[src/rtl/ifetch_unit.sv]
// Instruction-fetch stage: one req/ack memory read per fetch_go, result in ir/npc, PC write pulse.
// Optional response watchdog compiled in with IFETCH_TIMEOUT_EN (uses TIMEOUT).
module ifetch_unit #(
    parameter int unsigned TIMEOUT = 16
) (
    input  logic        clk,
    input  logic        rst_n,
    input  logic [31:0] pc_addr,
    input  logic        fetch_go,
    input  logic        flush,
    output logic        mem_req,
    output logic [31:0] mem_addr,
    input  logic        mem_ack,
    input  logic [31:0] mem_rdata,
    output logic [31:0] ir,
    output logic [31:0] npc,
    output logic        fetch_done,
    output logic        pc_wr,
    output logic        busy,
    output logic        fault,
    output logic [1:0]  fault_code
);

    typedef enum logic [1:0] {
        S_IDLE  = 2'd0,
        S_REQ   = 2'd1,
        S_DONE  = 2'd2,
        S_FAULT = 2'd3
    } state_t;

    localparam logic [1:0] FC_NONE      = 2'b00;
    localparam logic [1:0] FC_MISALIGN  = 2'b01;
    localparam logic [1:0] FC_TIMEOUT   = 2'b10;

    state_t      state_reg;
    state_t      state_next;
    logic [31:0] addr_reg;
    logic [31:0] ir_reg;
    logic [31:0] npc_reg;
    logic [1:0]  fault_code_reg;

    logic go_ok;
    logic go_bad;
    logic ack_take;
    logic req_wait;
    logic timeout_hit;

    // flush masks every other event so nothing it races against can take effect
    assign go_ok    = (state_reg == S_IDLE) && fetch_go && !flush && (pc_addr[1:0] == 2'b00);
    assign go_bad   = (state_reg == S_IDLE) && fetch_go && !flush && (pc_addr[1:0] != 2'b00);
    assign ack_take = (state_reg == S_REQ) && mem_ack && !flush;
    assign req_wait = (state_reg == S_REQ) && !mem_ack && !flush;

`ifdef IFETCH_TIMEOUT_EN
    localparam logic [7:0] TIMEOUT_LAST = 8'(TIMEOUT - 1);

    logic [7:0] wait_cnt_reg;

    always_ff @(posedge clk or negedge rst_n) begin
        if (!rst_n) begin
            wait_cnt_reg <= 8'd0;
        end else if (go_ok) begin
            wait_cnt_reg <= 8'd0;
        end else if (req_wait) begin
            wait_cnt_reg <= wait_cnt_reg + 8'd1;
        end
    end

    // an ack in the final allowed cycle completes normally
    assign timeout_hit = req_wait && (wait_cnt_reg == TIMEOUT_LAST);
`else
    // TIMEOUT only matters when the watchdog is compiled in
    logic unused_timeout;
    assign unused_timeout = (TIMEOUT != 0) && req_wait;
    assign timeout_hit    = 1'b0;
`endif

    always_ff @(posedge clk or negedge rst_n) begin
        if (!rst_n) begin
            state_reg <= S_IDLE;
        end else begin
            state_reg <= state_next;
        end
    end

    always_comb begin
        state_next = state_reg;
        if (flush) begin
            state_next = S_IDLE;
        end else begin
            case (state_reg)
                S_IDLE: begin
                    if (go_ok) begin
                        state_next = S_REQ;
                    end else if (go_bad) begin
                        state_next = S_FAULT;
                    end
                end
                S_REQ: begin
                    if (ack_take) begin
                        state_next = S_DONE;
                    end else if (timeout_hit) begin
                        state_next = S_FAULT;
                    end
                end
                S_DONE:  state_next = S_IDLE;
                S_FAULT: state_next = S_FAULT;
                default: state_next = S_IDLE;
            endcase
        end
    end

    always_comb begin
        mem_req    = 1'b0;
        fetch_done = 1'b0;
        pc_wr      = 1'b0;
        fault      = 1'b0;
        busy       = (state_reg != S_IDLE);
        case (state_reg)
            S_REQ:   mem_req = 1'b1;
            S_DONE: begin
                fetch_done = 1'b1;
                pc_wr      = 1'b1;
            end
            S_FAULT: fault = 1'b1;
            default: ;
        endcase
    end

    always_ff @(posedge clk or negedge rst_n) begin
        if (!rst_n) begin
            addr_reg       <= 32'd0;
            ir_reg         <= 32'd0;
            npc_reg        <= 32'd0;
            fault_code_reg <= FC_NONE;
        end else begin
            if (go_ok) begin
                addr_reg <= pc_addr;
            end
            if (ack_take) begin
                ir_reg  <= mem_rdata;
                npc_reg <= addr_reg + 32'd4;
            end
            if (flush) begin
                fault_code_reg <= FC_NONE;
            end else if (go_bad) begin
                fault_code_reg <= FC_MISALIGN;
            end else if (timeout_hit) begin
                fault_code_reg <= FC_TIMEOUT;
            end
        end
    end

    assign mem_addr   = addr_reg;
    assign ir         = ir_reg;
    assign npc        = npc_reg;
    assign fault_code = fault_code_reg;

endmodule

[config.mk]
export PLATFORM = sky130hd
export DESIGN_NAME = ifetch_unit
export DESIGN_NICKNAME = d
export VERILOG_FILES = /design/src/rtl/ifetch_unit.sv
export SDC_FILE = /design/constraint.sdc
export NUM_CORES = 1
export LEC_CHECK = 0
export CAP_MARGIN = 20
export CORE_UTILIZATION = 34
export CTS_BUF_LIST = sky130_fd_sc_hd__clkbuf_8
export CTS_CLUSTER_SIZE = 16
export DETAILED_ROUTE_END_ITERATION = 10
export PLACE_DENSITY = 0.64
export SYNTH_ARGS = -nofsm -noshare
export SYNTH_HDL_FRONTEND = slang
export SYNTH_SLANG_ARGS = --single-unit
[constraint.sdc]
create_clock -name clk -period 6.4 [get_ports clk]
set_clock_uncertainty 0.1 [all_clocks]
set_input_delay 1.28 -clock clk [delete_from_list [all_inputs] [get_ports clk]]
set_output_delay 1.28 -clock clk [all_outputs]
set_load 0.02 [all_outputs]
Yosys cells after proc, flatten, opt, wreduce, memory -nomap -nowiden
Index checks and enable logic that the tools add are counted.
Storage, ports and cells
  register bits: 100
  latch bits: 0
  RAM bits: 0
  bits in read-only memories: 0
  input bits: 69
  output and inout port bits: 103
  word-level logic and storage cells: 34
  memories: 0
Cells by class
  add/subtract/negate cells: 1
  multipliers: 0
  divide/modulo/power cells: 0
  magnitude comparators: 0
  eq/ne operators: 5
  shift operators: 0
  mux-type cells: 10
  bitwise logic cells: 0
  reductions and logical operators: 13
Operator list (number)
  $add A32 B3 Y32 const B: 1
  $mux W2: 6
  $pmux W2 S4: 1
  $logic_and A1 B1 Y1: 6
  $reduce_bool A2 Y1: 3
  $eq A2 B2 Y1 const B: 2
  $logic_not A2 Y1: 2
  $ne A4 B4 Y1 const B: 1
  $mux W1: 3
  $ne A3 B3 Y1 const B: 1
  $eq A2 B1 Y1 const B: 1
  $reduce_and A2 Y1: 1
  $logic_not A1 Y1: 1

Depth between registers and ports, before layout
  word-level depth: 8
  depth in mapped cells: 7
  gate-level depth less buffers: 7

Worst setup path before layout
OpenSTA, ideal clock, no wires.
  kind: input-to-reg
  from: input port flush
  to: register addr_reg[29], in the netlist mem_addr[29]
  setup time: 0.125 ns
  arrival: 2.549 ns
  data required time: 6.175 ns
  slack: 3.626 ns
  stages on the path: 3
  buffers on the path: 1
  cells stage by stage: nor4_2 clkbuf_1 mux2_2
On the way
  word-level cells in the longest chain between the ends: 3
Ends and longest elaborated chain
  start: declaration: line 10  | input logic flush,
  $logic_not A1 Y1
  $logic_and A1 B1 Y1 (2 in series): line 49  | assign go_ok = (state_reg == S_IDLE) && fetch_go && !flush && (pc_addr[1:0] == 2'b00);
  end signal: assignment: line 138  | addr_reg <= pc_addr;
  end: declaration: line 37  | logic [31:0] addr_reg;
Every way passes these cells.
A chain may end at the register's enable or synchronous reset.

Worst setup path in the final report
  from: register state_reg[1]
  to: output port busy
On the way
  word-level cells in the longest chain between the ends: 1
Ends and longest elaborated chain
  start: declaration: line 35  | state_t state_reg;
  start signal: assignment: line 82  | state_reg <= state_next;
  $reduce_bool A2 Y1: line 118  | busy = (state_reg != S_IDLE);
  end: declaration: line 19  | output logic busy,
Every way passes these cells.

==> metrics <==
status completed; # setup viols final 0; H-Tree Depth 3; synth warn 0; CP arrival 1780 ps; Max Cap Viol 0; Reg2Reg Depth 6; initial antenna violation count 0; Max-Slew Margin vs Limit 48.5%; HP Class flop to flop; die height about 110 um; R2R setup slack a little over 4000 ps; Synth-to-Final Area Change 48.7%; CTS Buf Count 9; Place WS between 3000 and 4000 ps; Slew Viols, Final 0; Critical Path RT 5020 ps; Synth Register Bits between 90 and 100; Worst Setup SP state_reg[1]; register clock-pin slew on the reported worst setup and hold paths 90 ps; TritonCTS clock tree yes; Max FO, Critical Path 4; Final Hold Vio Count 0; Resized Gates After CTS 0; crit-path max cell delay roughly 600 ps; # diodes 0; crit-path cells inv_1, ha_1, inv_1, clkdlybuf4s50_1; Avg Cell Area, Syn 12.3 um^2; DRT Pass-1 Iters 4; layout net count 592; Core ar. 12200 um^2; most frequent CP cell inv_1; largest net degree at the start of global routing 67; post-synthesis sequential area ratio 57.9%; slowest stage cell, crit path clkdlybuf4s50_1; syn_nets 424; WS Path Type flop to output port; Post CTS Setup Buffer Count 0; Synth Instances 349; RSZ-0062 raised after global routing no; DR WL/cell 14.5 um; Starting Density 35.2%; Final Util 52.3%; Root Buffer clkbuf_8; Static Leakage 2.62 nW; drt total wl 10.0 mm; total track usage between 10% and 20%; Ports around 170; first-pass GRT wire length 16.3 mm; power density cells 487 nW/um^2; worst setup margin between 3000 and 4000 ps; antenna viol nets, final 0; Power Total 3.10 mW; clock latency on the worst-skew pair 370 ps; vias in the first global route 3218; hold path startpoint npc[6]; via count 3173; fill cell count ~1.1k; Distinct cells, synth 34; DRC viols 0; f_max 0.316 GHz; Critical R2R Capture npc[30]; CTS Hold Buffers Added 0; Max VDD drop roughly 220 uV; Hold Path End npc[6]; initial drt markers 110; final period utilization about half; Die W 114 um; Slew @ Worst Pin ~770 ps; Core Rows 40; worst-case hold slack between 300 and 400 ps; PortBufs 170; Total Neg Setup Slack 0 ps; clock buffer depth 2; HPWL Detailed 7.36 mm; final worst path period need 3160 ps; grt ovf 0; layout cells sized above 1 17.0%; reg-to-reg startpoint mem_addr[2]; hold path cells 2; Critical Path Sink Type output port; die area between 10000 and 15000 um^2; Startpoint Class flop; Sinks on Clock Net 99; GPL Wtd Cong 0.720; mapped cell area around 4300 um^2; vias per std cell approximately 4.6
==> worst max-delay path: cells and delay by family (launching register included) <==
family | cells | cell delay, ps
flops | 1 | 410
fa+ha+maj | 1 | 220
buf+inv | 3 | 780
==> Yosys cell counts <==
library cell | count | share of area, %
dfrtp_1 | 99 | 58
mux2_2 | 59 | 16
nand2_1 | 39 | 3.4
o21ai_0 | 26 | 3.0
xor2_1 | 15 | 3.1
xnor2_1 | 13 | 2.7
nand3_1 | 12 | 1.4
clkbuf_1 | 11 | 0.96
inv_1 | 8 | 0.70
and3_1 | 6 | 0.88
ha_1 | 6 | 1.8
nand4_1 | 6 | 0.88
nor2_1 | 6 | 0.53
o21ai_1 | 6 | 0.70
buf_2 | 4 | 0.47
nor4_2 | 4 | 1.2
a21oi_1 | 3 | 0.35
and4_1 | 3 | 0.61
mux2_1 | 3 | 0.79
nor3_1 | 3 | 0.35
buf_4 | 2 | 0.35
nor2b_1 | 2 | 0.29
nor4_1 | 2 | 0.29
a211oi_1 | 1 | 0.18
conb_1 | 1 | 0.088
nand2_2 | 1 | 0.15
nand3_2 | 1 | 0.23
nand3b_1 | 1 | 0.18
nor3_2 | 1 | 0.23
o211ai_1 | 1 | 0.18
o22ai_1 | 1 | 0.15
or2_2 | 1 | 0.15
or3_1 | 1 | 0.15
or4_4 | 1 | 0.26
==> where the power goes <==
part	total [mW]	internal, mW	leakage, nW	switching [mW]
registers	1.17	0.917	1.23	0.249
clock network	0.422	0.211	0.108	0.211
logic	1.51	0.791	1.29	0.721
total	3.10	1.92	2.62	1.18
==> how the worst max path moves through the flow <==
stage | slack, ps | to
final | 3240 | busy
after global routing | 3140 | busy
after CTS | 3200 | busy
after detailed placement | 3160 | ir[16]
after global placement | 3220 | ir[14]
after floorplan | 3630 | mem_addr[29]
==> layer usage <==
layer  wire length, um  share of wire, %  global-route usage, %  vias to the layer above
met2              4580                46                   25.7                      119
met4               186               1.9                   7.10                        0
met5                 0                 0                      0                        -
met1              4460                44                   20.0                     1508
li1                  -                 -                      -                     1533
met3               814               8.1                   5.35                       13
==> logic make-up (layout without fill, tap and decap cells) <==
group / count (synthesis) / in the layout / share of synthesized area [%]
AO/OA/AOI/OAI: 38 / 38 / 4.59
XOR/XNOR: 28 / 28 / 5.73
adder cells (fa/ha/maj): 6 / 6 / 1.75
buffers and inverters: 25 / 198 / 2.48
flip-flops: 99 / 99 / 57.9
multiplexers: 62 / 62 / 16.3
other: 1 / 1 / 0.0876
AND/OR/NAND/NOR: 90 / 90 / 11.2
==> placed cells by master (no fill, tap or decap) <==
| cell type | n |
|---|---|
| nand3_1 | 12 |
| nor2_1 | 6 |
| or3_1 | 1 |
| a21oi_1 | 3 |
| clkinvlp_4 | 1 |
| mux2_2 | 59 |
| clkdlybuf4s50_1 | 169 |
| or2_2 | 1 |
| ha_1 | 6 |
| nand2_2 | 1 |
| and4_1 | 3 |
| o22ai_1 | 1 |
| nand3b_1 | 1 |
| o21ai_1 | 6 |
| nand2_1 | 39 |
| a211oi_1 | 1 |
| nand3_2 | 1 |
| and3_1 | 6 |
| or4_4 | 1 |
| mux2_1 | 3 |
| inv_1 | 8 |
| clkinv_2 | 2 |
| xnor2_1 | 13 |
| nor3_2 | 1 |
| bufinv_16 | 1 |
| nor3_1 | 3 |
| nand4_1 | 6 |
| nor4_2 | 3 |
| nor4_4 | 1 |
| o211ai_1 | 1 |
| conb_1 | 1 |
| clkbuf_8 | 12 |
| dfrtp_1 | 99 |
| buf_4 | 5 |
| o21ai_0 | 26 |
| xor2_1 | 15 |
| nor2b_1 | 2 |
| nor4_1 | 2 |
==> stage by stage <==
| step | area [um^2] | cells |
|---|---|---|
| after floorplan | 4280 | 349 |
| after global placement | 6150 | 674 |
| after detailed placement | 6150 | 674 |
| after CTS | 6360 | 690 |
| after global routing | 6360 | 690 |
| final | 6360 | 690 |
==> cell type report <==
| class | instances | area [um^2] | share of cell area (%) |
|---|---|---|---|
| timing repair buffer | 174 | 1730 | 27.2 |
| sequential | 99 | 2480 | 38.9 |
| clock buffer | 12 | 165 | 2.59 |
| multi-input combinational | 225 | 1710 | 26.8 |
| tap | 168 | 210 | 3.30 |
| clock inverter | 4 | 47.5 | 0.747 |
| inverter | 8 | 30.0 | 0.472 |
Power figures use the tool's default switching activity.
